File: src/rtl/add_unit.sv
// ---------------------------------------------------------------------------
// add_unit
//    Two-operand WIDTH-bit adder for the datapath (PC+4, branch targets).
//    The sum wraps modulo 2^WIDTH. The adder also produces carry, signed-overflow
//    and zero flags. A one-cycle registered copy of the result and flags is
//    provided for pipelined consumers.
//
// Ports
//    clk      in   1      rising-edge clock for the registered copy
//    rst_n    in   1      synchronous, active-low reset (registered path only)
//    a        in   WIDTH  operand A (unsigned or two's complement)
//    b        in   WIDTH  operand B
//    out      out  WIDTH  combinational a+b, modulo 2^WIDTH
//    cout     out  1      combinational carry out of the MSB (unsigned overflow)
//    ovf      out  1      combinational two's-complement overflow
//    zero     out  1      combinational out == 0
//    out_q    out  WIDTH  registered out
//    cout_q   out  1      registered cout
//    ovf_q    out  1      registered ovf
//    zero_q   out  1      registered zero
//    valid_q  out  1      set once a result has been captured since reset
// ---------------------------------------------------------------------------
module add_unit #(
   parameter int WIDTH = 32
) (
   input  logic             clk,
   input  logic             rst_n,
   input  logic [WIDTH-1:0] a,
   input  logic [WIDTH-1:0] b,
   output logic [WIDTH-1:0] out,
   output logic             cout,
   output logic             ovf,
   output logic             zero,
   output logic [WIDTH-1:0] out_q,
   output logic             cout_q,
   output logic             ovf_q,
   output logic             zero_q,
   output logic             valid_q
);

   // Signed overflow: the operands agree in sign but the result does not.
   function automatic logic f_signed_ovf(input logic a_msb,
                                         input logic b_msb,
                                         input logic s_msb);
      f_signed_ovf = (a_msb == b_msb) && (s_msb != a_msb);
   endfunction

   function automatic logic f_is_zero(input logic [WIDTH-1:0] v);
      f_is_zero = ~|v;
   endfunction

   // Operands viewed as two's complement; the overflow flag uses their signs.
   logic signed [WIDTH-1:0] w_a_s;
   logic signed [WIDTH-1:0] w_b_s;
   logic        [WIDTH:0]   w_sum_ext;
   logic        [WIDTH-1:0] w_sum;
   logic                    w_cout;
   logic                    w_ovf;
   logic                    w_zero;

   logic        [WIDTH-1:0] r_out_p1;
   logic                    r_cout_p1;
   logic                    r_ovf_p1;
   logic                    r_zero_p1;
   logic                    r_vld_p1;

   // ---- stage p0: combinational sum and flags ----
   assign w_a_s     = $signed(a);
   assign w_b_s     = $signed(b);
   assign w_sum_ext = {1'b0, a} + {1'b0, b};
   assign w_sum     = w_sum_ext[WIDTH-1:0];
   assign w_cout    = w_sum_ext[WIDTH];
   assign w_ovf     = f_signed_ovf(w_a_s[WIDTH-1], w_b_s[WIDTH-1], w_sum[WIDTH-1]);
   assign w_zero    = f_is_zero(w_sum);

   assign out  = w_sum;
   assign cout = w_cout;
   assign ovf  = w_ovf;
   assign zero = w_zero;

   // ---- stage p1: registered copy ----
   // The reset image of zero_q is 1 so that it stays consistent with out_q == 0.
   always_ff @(posedge clk) begin
      if (!rst_n) begin
         r_out_p1  <= '0;
         r_cout_p1 <= 1'b0;
         r_ovf_p1  <= 1'b0;
         r_zero_p1 <= 1'b1;
         r_vld_p1  <= 1'b0;
      end else begin
         r_out_p1  <= w_sum;
         r_cout_p1 <= w_cout;
         r_ovf_p1  <= w_ovf;
         r_zero_p1 <= w_zero;
         r_vld_p1  <= 1'b1;
      end
   end

   assign out_q   = r_out_p1;
   assign cout_q  = r_cout_p1;
   assign ovf_q   = r_ovf_p1;
   assign zero_q  = r_zero_p1;
   assign valid_q = r_vld_p1;

endmodule

File: config.mk
export PLATFORM = sky130hd
export DESIGN_NAME = add_unit
export DESIGN_NICKNAME = d
export VERILOG_FILES = /design/src/rtl/add_unit.sv
export SDC_FILE = /design/constraint.sdc
export NUM_CORES = 1
export LEC_CHECK = 0
export BUFFER_PORTS_ARGS = -buffer_cell sky130_fd_sc_hd__buf_4
export CAP_MARGIN = 0
export CORE_MARGIN = 3
export CORE_UTILIZATION = 35
export CTS_BUF_LIST = sky130_fd_sc_hd__clkbuf_8
export DETAILED_ROUTE_END_ITERATION = 8
export GPL_TIMING_DRIVEN = 0
export PLACE_DENSITY_LB_ADDON = 0.05
export SYNTH_ARGS = -nofsm -noshare
export SYNTH_HDL_FRONTEND = slang
export SYNTH_SLANG_ARGS = --single-unit
File: constraint.sdc
create_clock -name clk -period 2.8 [get_ports clk]
set_input_delay 0.14 -clock clk [delete_from_list [all_inputs] [get_ports clk]]
set_output_delay 0.14 -clock clk [all_outputs]
set_load 0.005 [all_outputs]
; ---- After elaboration in Yosys (flattened, before gate mapping)
; Cells that the tools add are included.
[op_classes]
n_addsub = 1
n_mul = 0
div_mod_pow = 0
n_lt_le_gt_ge = 0
eq_ne = 2
n_shift = 0
muxes = 1
bitwise = 0
reduce_logical = 3
[ops]
columns = operator, count
row1 = 32-bit by 32-bit adder with 33-bit output, 1
row2 = 32-bit OR reduction, 1
row3 = 1-bit equality test, 1
row4 = 1-bit logical AND, 1
row5 = 1-bit logical NOT, 1
row6 = 1-bit two-way mux, 1
row7 = 1-bit != test, 1
[word_totals]
ff_bits = 36
latch_bits = 0
ramBits = 0
rom_bits = 0
input_bits = 66
elab_cells = 12
mem_count = 0

; ---- Depth between registers and ports, before layout
; Gate-level depths: netlist (run 1).
[depth]
ltp_word = 3
mapped_depth = 11
ltp_nobuf = 11

; ---- Worst setup path before layout (run 1)
; Ideal clock, no wire load.
[synth_timing]
kind = input -> output
start = input port a[0]
end = output port zero
t_arrival_ps = 2412
path_slack_ps = 248
stages = 11
path_cell_list = ha_1 -> fa_1 -> nand3_1 -> a21oi_1 -> o21a_1 -> or3_1 -> a21oi_1 -> and4b_1 -> and4b_2 -> nand4_1 -> nor4_1
[synth_via]
elab_chain_len = 3
[synth_rtl]
columns = element, line
row1 = start: declaration, 28  ; input logic [WIDTH-1:0] a,
row2 = 32-bit by 32-bit adder with 33-bit output, 70  ; assign w_sum_ext = {1'b0, a} + {1'b0, b};
row3 = 32-bit OR reduction, 49  ; f_is_zero = ~|v;
row4 = 1-bit logical NOT, 49
row5 = end: declaration, 33  ; output logic zero,
; No other way between the ends.

; ---- Final worst setup path (run 1)
[layout_timing]
start = input port a[18]
end = output port zero
; Same word-level chain as after synthesis.

==> flow_summary.ini, run 1 <==
[sta]
worst_slack_ns = 0.0201
max_freq_mhz = 360
timing.hold.ws_ns = 0.0174
finalSetupTns_ns = 0
final-hold-violation-count = 0
slew_viol_final = 0
rsz0062_at_grt = yes
maxSlewHeadroom_pct = 61.7
period_share_pct = 99.3
max_slew.worst_pin.slew_ns = 0.566
fin_crit_ns = 2.78
setup_viol = 0

[cts]
numClockSinks = 36
cts_tree = yes
hold_buffers = 0
htreeDepth = 2
cts_buffers = 5
root_buffer = clkbuf_8
clk_pin_slew_ns = 0.07
cts.path.max_buffers = 2

[grt]
antenna_found_initial = 0
grt_pass1_vias = 3155
grt_max_degree = 12
grt_pass1_wl_mm = 15.1
track_usage_pct = 18.4
grt_overflow = 0

[drt]
dr.first_iter.drc_count = 82
antenna_left = 0
first_pass_iters = 4
vias = 3433
routedWlPerCell_um = 15.2
wl_mm = 10.0
drc = 0
via_per_inst = 5.22

[critical_path]
cp.required_ns = 2.66
worst-endpoint-arrival_ns = 2.64
slowest_stage = or2_2
critical_path.endpoint_type = output pin
critPathLaunchType = primary input
crit_chain = buf_4 > ha_4 > buf_6 > buf_4 > a21oi_1 > o21ai_1 > o21ai_0 > nand2_1 > a21oi_2 > o21ai_2 > xor2_1 > or2_2 > nor4_2 > buf_4
slowest_delay_ns = 0.36
cpMostUsedCell = buf_4
path_max_fanout = 6
worstSetupPathType = primary input to output pin
startpoint = a[18]

[placed_design]
hpwl_mm = 7.88
dp.cells = 624
place_congestion = 0.828
place_area_um2 = 4320
io_buffers = 136
post-place-ws_ns = -0.385

[floorplan]
ioPinCount = 137
dieArea_um2 = 10200
die_height_um = 101
coreArea_um2 = 8760
fp.dieW_um = 101
initial_core_util_pct = 36.1
rows = 34

[cells_and_area]
fin_nets = 648
stdcell_area_um2 = 5110
post-route-util_pct = 58.3
final_common_cell = buf_4
diodes = 0
drive_gt1_share_pct = 48.2
syn_to_final_growth_pct = 61.6
finalNonFillerCells = 658
layout_common_cells = 159 x buf_4, 36 x dfxtp_1, 33 x and2_1

[run]
drv_cap = 0

[pwr]
leakage_nw = 2.21
finalPower_mw = 2.21
ir_worst_vdd_mv = 0.153
p_per_area_nw_per_um2 = 432

[synthesis]
ys_ff_latch = 36
synth_edf_count = 0
syn_area_um2 = 3160
ys_types = 66
synthCells = 380
synth.yosys.seq_area_share_pct = 22.8
synth_ff_type = dfxtp_1
syn_nets = 479
synth_warnings = 0
syn_avg_cell_area_um2 = 8.32
async_reset_ff_share_pct = 0

[worst_hold_path]
min_to = valid_q$_DFF_P_
worstHoldStart = rst_n
hold_path.class = primary input to flop
holdPathStages = 1

[status]
status = finished, final reports clean
==> routing by layer <==
| layer | vias up | GRT usage, % | share of wire (%) |
|---|---|---|---|
| met5 | - | 0 | 0 |
| met4 | 0 | 4.81 | 1.6 |
| met3 | 14 | 2.56 | 6.5 |
| met2 | 116 | 31.1 | 47 |
| met1 | 1570 | 24.4 | 44 |
| li1 | 1733 | - | - |
==> cells by family after synthesis <==
group | after synthesis | share of synthesized area (%)
simple gates | 153 | 26.3
compound gates | 112 | 25.9
flops | 36 | 22.8
fa+ha+maj | 33 | 13.3
xor+xnor | 24 | 6.89
buf+inv | 20 | 4.15
mux | 2 | 0.633
==> where the power goes <==
group | internal (mW) | switching [mW]
sequential | 0.580 | 0.0189
combinational | 0.642 | 0.590
clock | 0.196 | 0.182
==> sequential cells by signal, indices dropped and copies added (netlist names) <==
name / flops
zero_q: 1
cout_q: 1
out_q: 32
ovf_q: 1
valid_q: 1
==> how the worst max path moves through the flow <==
stage / to / slack (ns) / cells after the start
after detailed placement: zero / -0.39 / 12
after CTS: zero / -0.07 / 13
after floorplan: zero / 0.25 / 11
after global placement: zero / -0.38 / 12
final: zero / 0.02 / 14
after global routing: zero / -0.14 / 14
==> critical path, delay by kind of cell <==
kind / cells / cell delay, ns
AO/OA/AOI/OAI: 5 / 0.87
AND/OR/NAND/NOR: 3 / 0.69
XOR/XNOR: 1 / 0.18
adder cells (fa/ha/maj): 1 / 0.23
buffers and inverters: 4 / 0.53
==> synth_stat cells, types with 5 or more instances <==
master | instances | share of area, %
o21ai_0 | 14 | 2.2
nor3_1 | 8 | 1.3
ha_1 | 32 | 13
o21a_1 | 5 | 1.2
buf_2 | 6 | 0.95
buf_6 | 6 | 2.1
nor4_1 | 6 | 1.2
and2_1 | 33 | 6.5
nor2_1 | 31 | 3.7
nand2_1 | 31 | 3.7
a21oi_1 | 28 | 4.4
xnor2_1 | 15 | 4.2
o21ai_1 | 12 | 1.9
a21oi_2 | 9 | 2.5
nand3_1 | 6 | 0.95
dfxtp_1 | 36 | 23
xor2_1 | 8 | 2.2
nand4_1 | 13 | 2.6
a21o_1 | 11 | 2.6
==> layout make-up <==
type,count,area (µm²)
fillers,822,3650
multi-input cells,324,2760
repair buffers,163,1250
flip-flops and latches,36,721
plain buffers,15,143
well taps,108,135
clock buffers,6,82.6
inverters,4,15.0
clock inverters,2,11.3
==> repair_timing <==
item,4_1_cts,5_1_grt
setup endpoints to repair,2,4
pin swaps,30,13
resized for setup,53,40
endpoints found under the hold margin,0,0
setup buffers,20,10
No activity file was read; power rests on OpenSTA's default activity.
==> run 2, diff against run 1 <==
- CORE_UTILIZATION: 35 -> 50
==> run 2 against run 1 <==
Net effect: the run now ends with setup timing left; combinational power hardly changed; first-iteration DRC count grew to 2.7 times the previous value; design area is 1.2% lower; hold slack better by 0.00054 ns; utilization is 25 points higher; clock-buffer cell count is 1 lower; final cell count is 5.2% lower; flip-flop and latch count stayed put; worst setup slack worse by 0.17 ns; maximum frequency is 5.9% lower; via count is 9.3% higher; critical path type unchanged; critical endpoint unchanged; largest cell class unchanged.
==> flow_summary.ini, run 2 (synthesis results as in run 1) <==
[pwr]
p_per_area_nw_per_um2 = 439
power_frac_comb_pct = 56.3
p_sw_share_pct = 37.4
ir_worst_vdd_mv = 0.433
finalPower_mw = 2.22
seqPwrFrac_pct = 27.2
switching_power_uw = 828
p_clk_share_pct = 16.6
p_int_mw = 1.39
leakage_nw = 2.21

[sta]
fin_crit_ns = 2.95
timing.hold.ws_ns = 0.0180
maxSlewHeadroom_pct = 61.7
worst_slack_ns = -0.154
setup_viol = 1
period_share_pct = 106
slew_viol_final = 0
max_slew.worst_pin.slew_ns = 0.567
final-hold-violation-count = 0
max_freq_mhz = 339
rsz0062_at_grt = yes

[cells_and_area]
diodes = 0
multi_input_area_um2 = 2740
num-fill-cells = 381
drive_gt1_share_pct = 47.9
regArea_um2 = 721
layout_common_cells = 157 x buf_4, 36 x dfxtp_1, 33 x and2_1
final_common_cell = buf_4
syn_to_final_growth_pct = 59.6
stdcell_area_um2 = 5050
fin_nets = 647
largest_reg_flops = 32
finalNonFillerCells = 624

[critical_path]
slowest_delay_ns = 0.38
endpoint = zero
crit_chain = buf_4 > ha_1 > a21oi_1 > o22ai_1 > nor2_1 > a21oi_2 > buf_4 > a21oi_2 > o21ai_2 > a31oi_2 > xnor2_1 > nor4_2 > buf_4
startpoint = a[6]
slowest_stage = nor4_2
worst-endpoint-arrival_ns = 2.81
path_max_fanout = 4
critical_path.endpoint_type = output pin
cp.required_ns = 2.66
critPathLaunchType = primary input
worstSetupPathType = primary input to output pin
cpMostUsedCell = buf_4

[floorplan]
initial_core_util_pct = 52.5
dieArea_um2 = 7310
rows = 28
coreArea_um2 = 6030
ioPinCount = 137
fp.dieW_um = 85.5
die_height_um = 85.5

[status]
status = finished with violations
violations = setup timing

[grt]
antenna_found_initial = 0
grt_pass1_vias = 3355
grt_overflow = 0
grt_max_degree = 13
track_usage_pct = 26.4
grt_pass1_wl_mm = 15.9

[cts]
root_buffer = clkbuf_8
hold_buffers = 0
cts.path.max_buffers = 2
cts_buffers = 5
clk_pin_slew_ns = 0.07
cts_tree = yes
numClockSinks = 36
htreeDepth = 2

[placed_design]
io_buffers = 136
place_congestion = 0.960
hpwl_mm = 7.72
dp.cells = 591
place_area_um2 = 4280

[drt]
first_pass_iters = 5
wl_mm = 11.0
antenna_left = 0
vias = 3752
dr.first_iter.drc_count = 223
routedWlPerCell_um = 17.6
via_per_inst = 6.01
drc = 0

[worst_hold_path]
hold_path.class = primary input to flop

[run]
drv_cap = 0
-- run 2: cell types whose count changed in the layout (fill, tap and decap cells not counted), moves of 2 or more --
cell,delta
a21oi_1,+3
ha_2,+4
a21oi_4,+2
clkinv_2,+2
ha_4,-2
a21oi_2,-5
buf_4,-2
ha_1,-2
nor4_2,-2
-- run 2: timing repair --
item                       CTS  global route
buffers inserted            14            14
resized for setup           43            51
pin swaps                   27            23
setup endpoints to repair    1             4
-- run 2: how the worst min path moves through the flow --
| stage | endpoint | cells after the start | from | slack [ns] |
|---|---|---|---|---|
| 2_1_floorplan | valid_q$_DFF_P_ | 0 | rst_n | 0.17 |
| 3_3_place_gp | valid_q$_DFF_P_ | 1 | rst_n | 0.32 |
| 3_5_place_dp | valid_q$_DFF_P_ | 1 | rst_n | 0.31 |
| 4_1_cts | valid_q$_DFF_P_ | 1 | rst_n | 0.01 |
| 5_1_grt | valid_q$_DFF_P_ | 1 | rst_n | 0.02 |
| 6_report | valid_q$_DFF_P_ | 1 | rst_n | 0.02 |
-- run 2: final cells by class --
type                            instances  area share, %
Multi-Input combinational cell        324           54.4
Clock buffer                            5           1.36
Timing Repair Buffer                  161           24.4
Sequential cell                        36           14.3
Tap cell                               75           1.86
Clock inverter                          3          0.372
Inverter                                4          0.298
Buffer                                 16           3.05
-- run 2: per-stage QoR --
stage	TNS, ns	worst slack [ns]	utilization (%)
after detailed placement	-0.375	-0.305	71.0
after global routing	-0.344	-0.255	83.7
after floorplan	0	0.248	-
after CTS	-0.0451	-0.0451	77.8
after global placement	-0.295	-0.268	71.0
final	-0.154	-0.154	83.7
-- run 2: power by group through the flow --
stage          sequential, mW  combinational, mW  clock, mW
2_1_floorplan           0.617              0.556          0
3_3_place_gp            0.609               1.01          0
3_5_place_dp            0.610               1.03          0
4_1_cts                 0.599               1.11      0.368
5_1_grt                 0.607               1.34      0.382
6_report                0.602               1.25      0.368
-- run 2: per-layer routing --
layer  track usage (%)  routed length (µm)
met1              32.6                4300
met2              47.0                5580
met3              4.03                 877
met4              8.06                 220
met5                 0                   0
-- run 2: critical path, delay by kind of cell --
kind	cells	cell delay, ns
compound gates	6	1.17
xor+xnor	1	0.20
fa+ha+maj	1	0.34
buf+inv	3	0.42
simple gates	2	0.54
